--- src/rtl/bp_fe_bp_update_queue.sv ---
// In-flight branch queue between fetch and backend: returns the predictor read
// to fetch, remembers {index, prediction}, and issues a one-cycle-late update on resolve.
module bp_fe_bp_update_queue #(
    parameter int bht_idx_width_p = 4,
    parameter int queue_els_p     = 8
) (
    input  logic                               clk_i,
    input  logic                               reset_n_i,
    input  logic                               fetch_v_i,
    input  logic [bht_idx_width_p-1:0]         fetch_idx_i,
    output logic                               fetch_ready_o,
    output logic                               fetch_pred_o,
    output logic                               r_v_o,
    output logic [bht_idx_width_p-1:0]         idx_r_o,
    input  logic                               predict_i,
    input  logic                               resolve_v_i,
    input  logic                               resolve_taken_i,
    output logic                               resolve_ready_o,
    input  logic                               flush_i,
    output logic                               w_v_o,
    output logic [bht_idx_width_p-1:0]         idx_w_o,
    output logic                               correct_o,
    output logic                               mispredict_o,
    output logic [$clog2(queue_els_p):0]       count_o,
    output logic                               underflow_o
);

    localparam int lg_els_lp = $clog2(queue_els_p);
    localparam int ptr_w_lp  = lg_els_lp + 1;

    logic [ptr_w_lp-1:0]        wptr_r, rptr_r;
    logic [ptr_w_lp-1:0]        wptr_next_s, rptr_next_s;
    logic [bht_idx_width_p-1:0] idx_mem_r [queue_els_p];
    logic                       pred_mem_r [queue_els_p];

    logic                       full_s, empty_s;
    logic                       fetch_ready_s, fetch_hs_s, resolve_hs_s;
    logic [bht_idx_width_p-1:0] rd_idx_s;
    logic                       rd_pred_s, correct_next_s;

    logic                       w_v_r, mispredict_r, correct_r, underflow_r;
    logic [bht_idx_width_p-1:0] idx_w_r;

    // Occupancy, handshakes and next-pointer selection.
    always_comb begin
        full_s         = (wptr_r[lg_els_lp-1:0] == rptr_r[lg_els_lp-1:0]) &&
                         (wptr_r[lg_els_lp] != rptr_r[lg_els_lp]);
        empty_s        = (wptr_r == rptr_r);
        fetch_ready_s  = ~full_s & ~flush_i;
        fetch_hs_s     = fetch_v_i & fetch_ready_s;
        resolve_hs_s   = resolve_v_i & ~empty_s;
        rd_idx_s       = idx_mem_r[rptr_r[lg_els_lp-1:0]];
        rd_pred_s      = pred_mem_r[rptr_r[lg_els_lp-1:0]];
        correct_next_s = (resolve_taken_i == rd_pred_s);

        if (fetch_hs_s) begin
            wptr_next_s = wptr_r + ptr_w_lp'(1);
        end else begin
            wptr_next_s = wptr_r;
        end

        // Flush drops everything behind the same-cycle resolve, which still completes.
        if (flush_i) begin
            rptr_next_s = wptr_next_s;
        end else if (resolve_hs_s) begin
            rptr_next_s = rptr_r + ptr_w_lp'(1);
        end else begin
            rptr_next_s = rptr_r;
        end
    end

    // Queue pointers.
    always_ff @(posedge clk_i or negedge reset_n_i) begin
        if (!reset_n_i) begin
            wptr_r <= '0;
            rptr_r <= '0;
        end else begin
            wptr_r <= wptr_next_s;
            rptr_r <= rptr_next_s;
        end
    end

    // Entry storage; left unreset because it is never read while empty.
    always_ff @(posedge clk_i) begin
        if (fetch_hs_s) begin
            idx_mem_r[wptr_r[lg_els_lp-1:0]]  <= fetch_idx_i;
            pred_mem_r[wptr_r[lg_els_lp-1:0]] <= predict_i;
        end
    end

    // Registered predictor update and sticky underflow flag.
    always_ff @(posedge clk_i or negedge reset_n_i) begin
        if (!reset_n_i) begin
            w_v_r        <= 1'b0;
            mispredict_r <= 1'b0;
            idx_w_r      <= '0;
            correct_r    <= 1'b0;
            underflow_r  <= 1'b0;
        end else begin
            w_v_r        <= resolve_hs_s;
            mispredict_r <= resolve_hs_s & ~correct_next_s;
            if (resolve_hs_s) begin
                idx_w_r   <= rd_idx_s;
                correct_r <= correct_next_s;
            end
            underflow_r  <= underflow_r | (resolve_v_i & empty_s);
        end
    end

    assign fetch_ready_o   = fetch_ready_s;
    assign r_v_o           = fetch_hs_s;
    assign idx_r_o         = fetch_idx_i;
    assign fetch_pred_o    = predict_i & fetch_hs_s;
    assign resolve_ready_o = ~empty_s;
    assign count_o         = wptr_r - rptr_r;
    assign w_v_o           = w_v_r;
    assign idx_w_o         = idx_w_r;
    assign correct_o       = correct_r;
    assign mispredict_o    = mispredict_r;
    assign underflow_o     = underflow_r;

endmodule
--- config.mk ---
export PLATFORM = sky130hd
export DESIGN_NAME = bp_fe_bp_update_queue
export DESIGN_NICKNAME = d
export VERILOG_FILES = /design/src/rtl/bp_fe_bp_update_queue.sv
export SDC_FILE = /design/constraint.sdc
export NUM_CORES = 1
export LEC_CHECK = 0
export CORE_UTILIZATION = 45
export CTS_CLUSTER_DIAMETER = 100
export DETAILED_ROUTE_END_ITERATION = 7
export PLACE_DENSITY = 0.7
export SYNTH_ARGS = -nofsm -noshare
export SYNTH_HDL_FRONTEND = slang
export SYNTH_SLANG_ARGS = --single-unit
--- constraint.sdc ---
create_clock -name clk_i -period 3 [get_ports clk_i]
set_input_delay 0.3 -clock clk_i [delete_from_list [all_inputs] [get_ports clk_i]]
set_output_delay 0.3 -clock clk_i [all_outputs]
set_load 0.05 [all_outputs]
# Yosys cells after proc, flatten, opt, wreduce, memory -nomap -nowiden
# Memory sizes are Yosys's and may differ from the RTL's. A register that Yosys moved wholly into a read port is not among the register bits.
# Index checks and enable logic that the tools add are counted.
# totals
memories	2
ramBits	40
inputBits	11
reg_bits	12
latch_bits	0
wordCells	34
mem_bits_ro	0
# op_classes
div	0
reduce_logical	3
n_mul	0
order_cmp	0
muxes	5
n_eq_ne	4
shift	0
add_sub_neg	3
bitwise_logic	11
# memory_table
memory	depth	word_bits	read_ports	rd_ports_with_merged_regs	write_ports	line	rtl
idx_mem_r	8	4	1	1	1	33	logic [bht_idx_width_p-1:0] idx_mem_r [queue_els_p];
pred_mem_r	8	1	1	0	1	34	logic pred_mem_r [queue_els_p];
# ops
cell	count
4-bit 2-to-1 mux	3
4-bit by 1-bit adder with 4-bit output, second input constant	2
1-bit bitwise AND	6
4-bit == test	1
1-bit inverter	4
4-bit subtractor	1
3-bit == test	1
1-bit 2-to-1 mux	2
2-bit nonzero test	1
1-bit == test	1
1-bit logical AND	1
1-bit logical NOT	1
1-bit != test	1
1-bit bitwise OR	1

# Depth between registers and ports, before layout
# Gate-level depths: netlist of the first run.
# depth
ltp_word	7
depth_mapped	8
ltp_nobuf	6

# Worst setup path before layout of the first run
# No wires, ideal clock.
# synth_path
path_type	register to register
start	register rptr_r[2]
end	memory idx_mem_r[4][0] (enable)
arrival_time_ps	2962
stages_incl_launch_ff	7
t_required_ps	2616
period_less_slack_ps	3346
n_path_buf	0
setup_time_ps	384
path_slack_ps	-346
path_cell_list	dfrtp_1 > inv_2 > ha_1 > and3_1 > a21oi_1 > nand2_1 > nor4b_1
# synth_between
elab_chain_cells	7
# synth_rtl
item	line	rtl
from (decl)	31	logic [ptr_w_lp-1:0] wptr_r, rptr_r;
from (signal assigned)	79	rptr_r <= rptr_next_s;
3-bit == test	46	full_s = (wptr_r[lg_els_lp-1:0] == rptr_r[lg_els_lp-1:0]) &&
1-bit logical AND	46	
1-bit inverter	49	fetch_ready_s = ~full_s & ~flush_i;
1-bit bitwise AND	49	
named net fetch_ready_o	11	output logic fetch_ready_o,
1-bit bitwise AND	50	fetch_hs_s = fetch_v_i & fetch_ready_s;
1-bit 2-to-1 mux	85	if (fetch_hs_s) begin
1-bit 2-to-1 mux (not written as such)	86	idx_mem_r[wptr_r[lg_els_lp-1:0]] <= fetch_idx_i;
to (decl)	33	
# The timed path passes the listed nets, and every way through them passes these cells.

# Worst setup path in the final report of the first run
# layout_path
start	register wptr_r[0]
end	output count_o[2]
# layout_between
elab_chain_cells	1
# layout_rtl
item	line	rtl
from (decl)	31	
from (signal assigned)	78	wptr_r <= wptr_next_s;
4-bit subtractor	115	assign count_o = wptr_r - rptr_r;
to (decl)	24	output logic [$clog2(queue_els_p):0] count_o,
# No other way between the ends.

==> results of run 1 <==
==> synthesized netlist by cell type <==
cell type | n | area, um^2
edfxtp_1 | 40 | 1200
dfrtp_1 | 16 | 400
inv_1 | 10 | 37.5
mux4_2 | 10 | 225
nand2_1 | 10 | 37.5
o21ai_0 | 8 | 40.0
mux2i_1 | 6 | 60.1
buf_4 | 5 | 37.5
ha_1 | 5 | 62.6
nand3_1 | 4 | 20.0
nor2_1 | 4 | 15.0
xnor2_1 | 4 | 35.0
xor2_1 | 4 | 35.0
nor3_1 | 3 | 15.0
a21o_1 | 2 | 15.0
a21oi_1 | 2 | 10.0
and3_1 | 2 | 12.5
clkbuf_8 | 2 | 27.5
mux2_2 | 2 | 22.5
a2111o_1 | 1 | 11.3
and2b_1 | 1 | 7.51
buf_1 | 1 | 3.75
buf_2 | 1 | 5.00
buf_6 | 1 | 11.3
clkbuf_1 | 1 | 3.75
fa_1 | 1 | 20.0
inv_2 | 1 | 3.75
nand2b_1 | 1 | 6.26
nor3b_1 | 1 | 7.51
nor4_1 | 1 | 6.26
nor4b_1 | 1 | 8.76
o211ai_1 | 1 | 7.51
o21ai_2 | 1 | 8.76
or4_1 | 1 | 7.51
xor2_2 | 1 | 16.3
==> cell families after synthesis <==
family | share of synthesized area, %
DFF | 65.5
and+or+nand+nor | 5.89
buffers and inverters | 5.32
muxes | 12.6
AOI/OAI and AO/OA | 3.79
xor gates and xnor gates | 3.53
adders and majority gates | 3.38
==> routing by layer <==
| metal | vias to the layer above | GRT usage (%) | wire (um) |
|---|---|---|---|
| li1 | 637 | - | - |
| met3 | 6 | 4.23 | 209 |
| met5 | - | 0 | 0 |
| met1 | 707 | 26.0 | 2010 |
| met4 | 0 | 6.58 | 68 |
| met2 | 35 | 30.2 | 2360 |
==> power by group through the flow <==
stage          combinational, uW  sequential [uW]  clock [uW]
6_report                    1720             1110         419
5_1_grt                     1840             1130         457
4_1_cts                     1730             1110         425
3_5_place_dp                1720             1130           0
3_3_place_gp                1690             1110           0
2_1_floorplan               1110             1250           0
==> placed cells by master, fill, tap and decap left out, drive strengths merged, types with 6 or more instances in the layout <==
cell,instances
o21ai,9
dfrtp,16
clkdlybuf4s50,26
buf,13
mux2i,6
mux4,10
clkbuf,6
inv,11
edfxtp,40
nand2,10
==> final cells by class <==
class                           count  area share (%)
Timing Repair Buffer               39            12.7
Multi-Input combinational cell     77            24.6
Clock buffer                        6            2.83
Tap cell                           70            3.00
Clock inverter                      2           0.515
Sequential cell                    56            54.9
Inverter                           11            1.42
==> flip-flops by register name, indices dropped and copies added (netlist names), named ones only <==
name,cells
pred_mem_r,8
correct_o,1
wptr_r,1
w_v_o,1
idx_w_o,4
rptr_r,4
idx_mem_r,32
underflow_o,1
mispredict_o,1
==> through the flow <==
stage	worst slack [ns]	instances	hold slack [ns]	util, %
2_1_floorplan	0.0684	155	0.00441	-
3_3_place_gp	0.585	253	0.442	54.5
3_5_place_dp	0.529	253	0.476	54.5
4_1_cts	0.180	261	0.443	56.4
5_1_grt	0.0901	261	0.487	56.4
6_report	0.191	261	0.419	56.4
==> how the worst max path moves through the flow <==
stage,end,slack [ns],cells after the start,from
2_1_floorplan,idx_mem_r[4][0],0.07,6,rptr_r[2]
3_3_place_gp,count_o[2],0.59,5,wptr_r[0]
3_5_place_dp,count_o[2],0.53,5,wptr_r[0]
4_1_cts,count_o[2],0.18,5,wptr_r[0]
5_1_grt,count_o[2],0.09,5,wptr_r[0]
6_report,count_o[2],0.19,5,wptr_r[0]
==> results.py, run 1 <==
metrics = {
    "run_status": {
        "status": "complete, no violations",
    },
    "pwr": {
        "p_int_uw": 1820,
        "power_uw": 3250,
        "power_frac_clock_pct": 12.9,
        "switching_share_pct": 44.0,
        "leakagePower_uw": 0.00110,
        "irDropWorstVdd_uv": 861,
        "p_seq_share_pct": 34.2,
        "switchingPower_uw": 1430,
        "p_per_area_nw_per_um2": 1110,
        "p_comb_share_pct": 52.9,
    },
    "worst_hold_path": {
        "hold_path_class": "in2async",
    },
    "global_route": {
        "grt_pass1_wl_mm": 7.38,
        "gr-total-overflow": 0,
        "track_usage_pct": 18.9,
        "grt_pass1_vias": 1397,
        "grt_max_degree": 18,
        "grt_antenna_before_repair": 0,
    },
    "logic_synthesis": {
        "yosys_warnings": 0,
        "syn_inst": 155,
        "synthDistinctLibCells": 35,
        "ys_seq_area_share_pct": 65.5,
        "syn_area_per_cell_um2": 15.8,
        "syn-num-nets": 172,
        "synthesis.area_um2": 2440,
        "ys_seq_elements": 56,
    },
    "cells_and_area": {
        "postLayoutCellArea_um2": 2920,
        "nets": 207,
        "drive_above_1_share_pct": 19.4,
        "antenna_cells": 0,
        "syn2layout_area_growth_pct": 19.2,
        "seq_area_um2": 1600,
        "multi_input_area_um2": 717,
        "fill_cells": 397,
    },
    "worst_setup_path": {
        "cp.required_ns": 2.70,
        "crit_chain": "inv_1 > ha_1 > fa_1 > xnor2_1 > clkdlybuf4s50_1",
        "worstSetupStartpointType": "flip-flop",
        "critPathArrivalTime_ns": 2.51,
        "crit_type": "reg2out",
        "crit_slowest_cell": "clkdlybuf4s50_1",
        "cp_max_fo": 8,
        "r2r_setup_slack_ns": 0.51,
        "reg2regPathDepth": 5,
        "critPathTopFamily": "buffers and inverters",
        "critical_path_buf_inv_count": 2,
        "timing.rr.start": "rptr_r[2]",
        "r2r_end": "idx_mem_r[7][0]",
        "slowest_delay_ns": 0.82,
        "cp-end-kind": "output pin",
    },
    "timing": {
        "finalSetupViolations": 0,
        "worst_pin_slew_ns": 0.715,
        "fin_crit_ns": 2.81,
        "clock_skew_ns": 0.00718,
        "hold_viol_final": 0,
        "max_freq_mhz": 356,
        "relSlewSlack_pct": 52.2,
        "rsz0062_at_grt": "false",
        "maxSlewViolCount": 0,
        "tns_ns": 0,
        "fin_crit_sh_pct": 93.6,
    },
    "clock_network": {
        "cts_buffers": 5,
        "clk_latency_ns": 0.30,
        "cts_tree": "built",
        "cts_max_level": 2,
        "cts_sinks": 56,
        "cts_buffer_depth": 2,
        "path_clk_slew_ns": 0.10,
        "post-cts-setup-buffer-count": 0,
        "hold_buffers": 0,
        "post_cts_resize_count": 0,
        "cts_root_buffer": "clkbuf_8",
    },
    "detailed_routing": {
        "wl_per_cell_um": 17.8,
        "first_pass_iters": 4,
        "ant_nets": 0,
        "drt_wl_total_mm": 4.65,
        "vias": 1385,
        "drc_errors": 0,
        "drt_iter0_markers": 71,
        "avgViaCountPerCell": 5.31,
    },
    "job": {
        "cap_violations": 0,
    },
    "placement": {
        "placed_area_um2": 2820,
        "hpwl_mm": 3.18,
        "portBuffers": 30,
        "place_congestion": 0.789,
    },
    "floorplanning": {
        "dieWidth_um": 75.7,
        "rows": 26,
        "pin_count": 31,
        "core_area_um2": 5170,
        "dieArea_um2": 5730,
        "die_h_um": 75.7,
        "start_util_pct": 47.3,
    },
}
(Power assumes the default switching activity.)
==> inputs of run 2 (changes only) <==
--- a/config.mk
+++ b/config.mk
@@ -9,6 +9,7 @@
 export CTS_CLUSTER_DIAMETER = 100
 export DETAILED_ROUTE_END_ITERATION = 7
 export PLACE_DENSITY = 0.7
+export SLEW_MARGIN = 20
 export SYNTH_ARGS = -nofsm -noshare
 export SYNTH_HDL_FRONTEND = slang
 export SYNTH_SLANG_ARGS = --single-unit
==> results of run 2 <==
Final layout, timing and power as in run 1 (identical DEF).
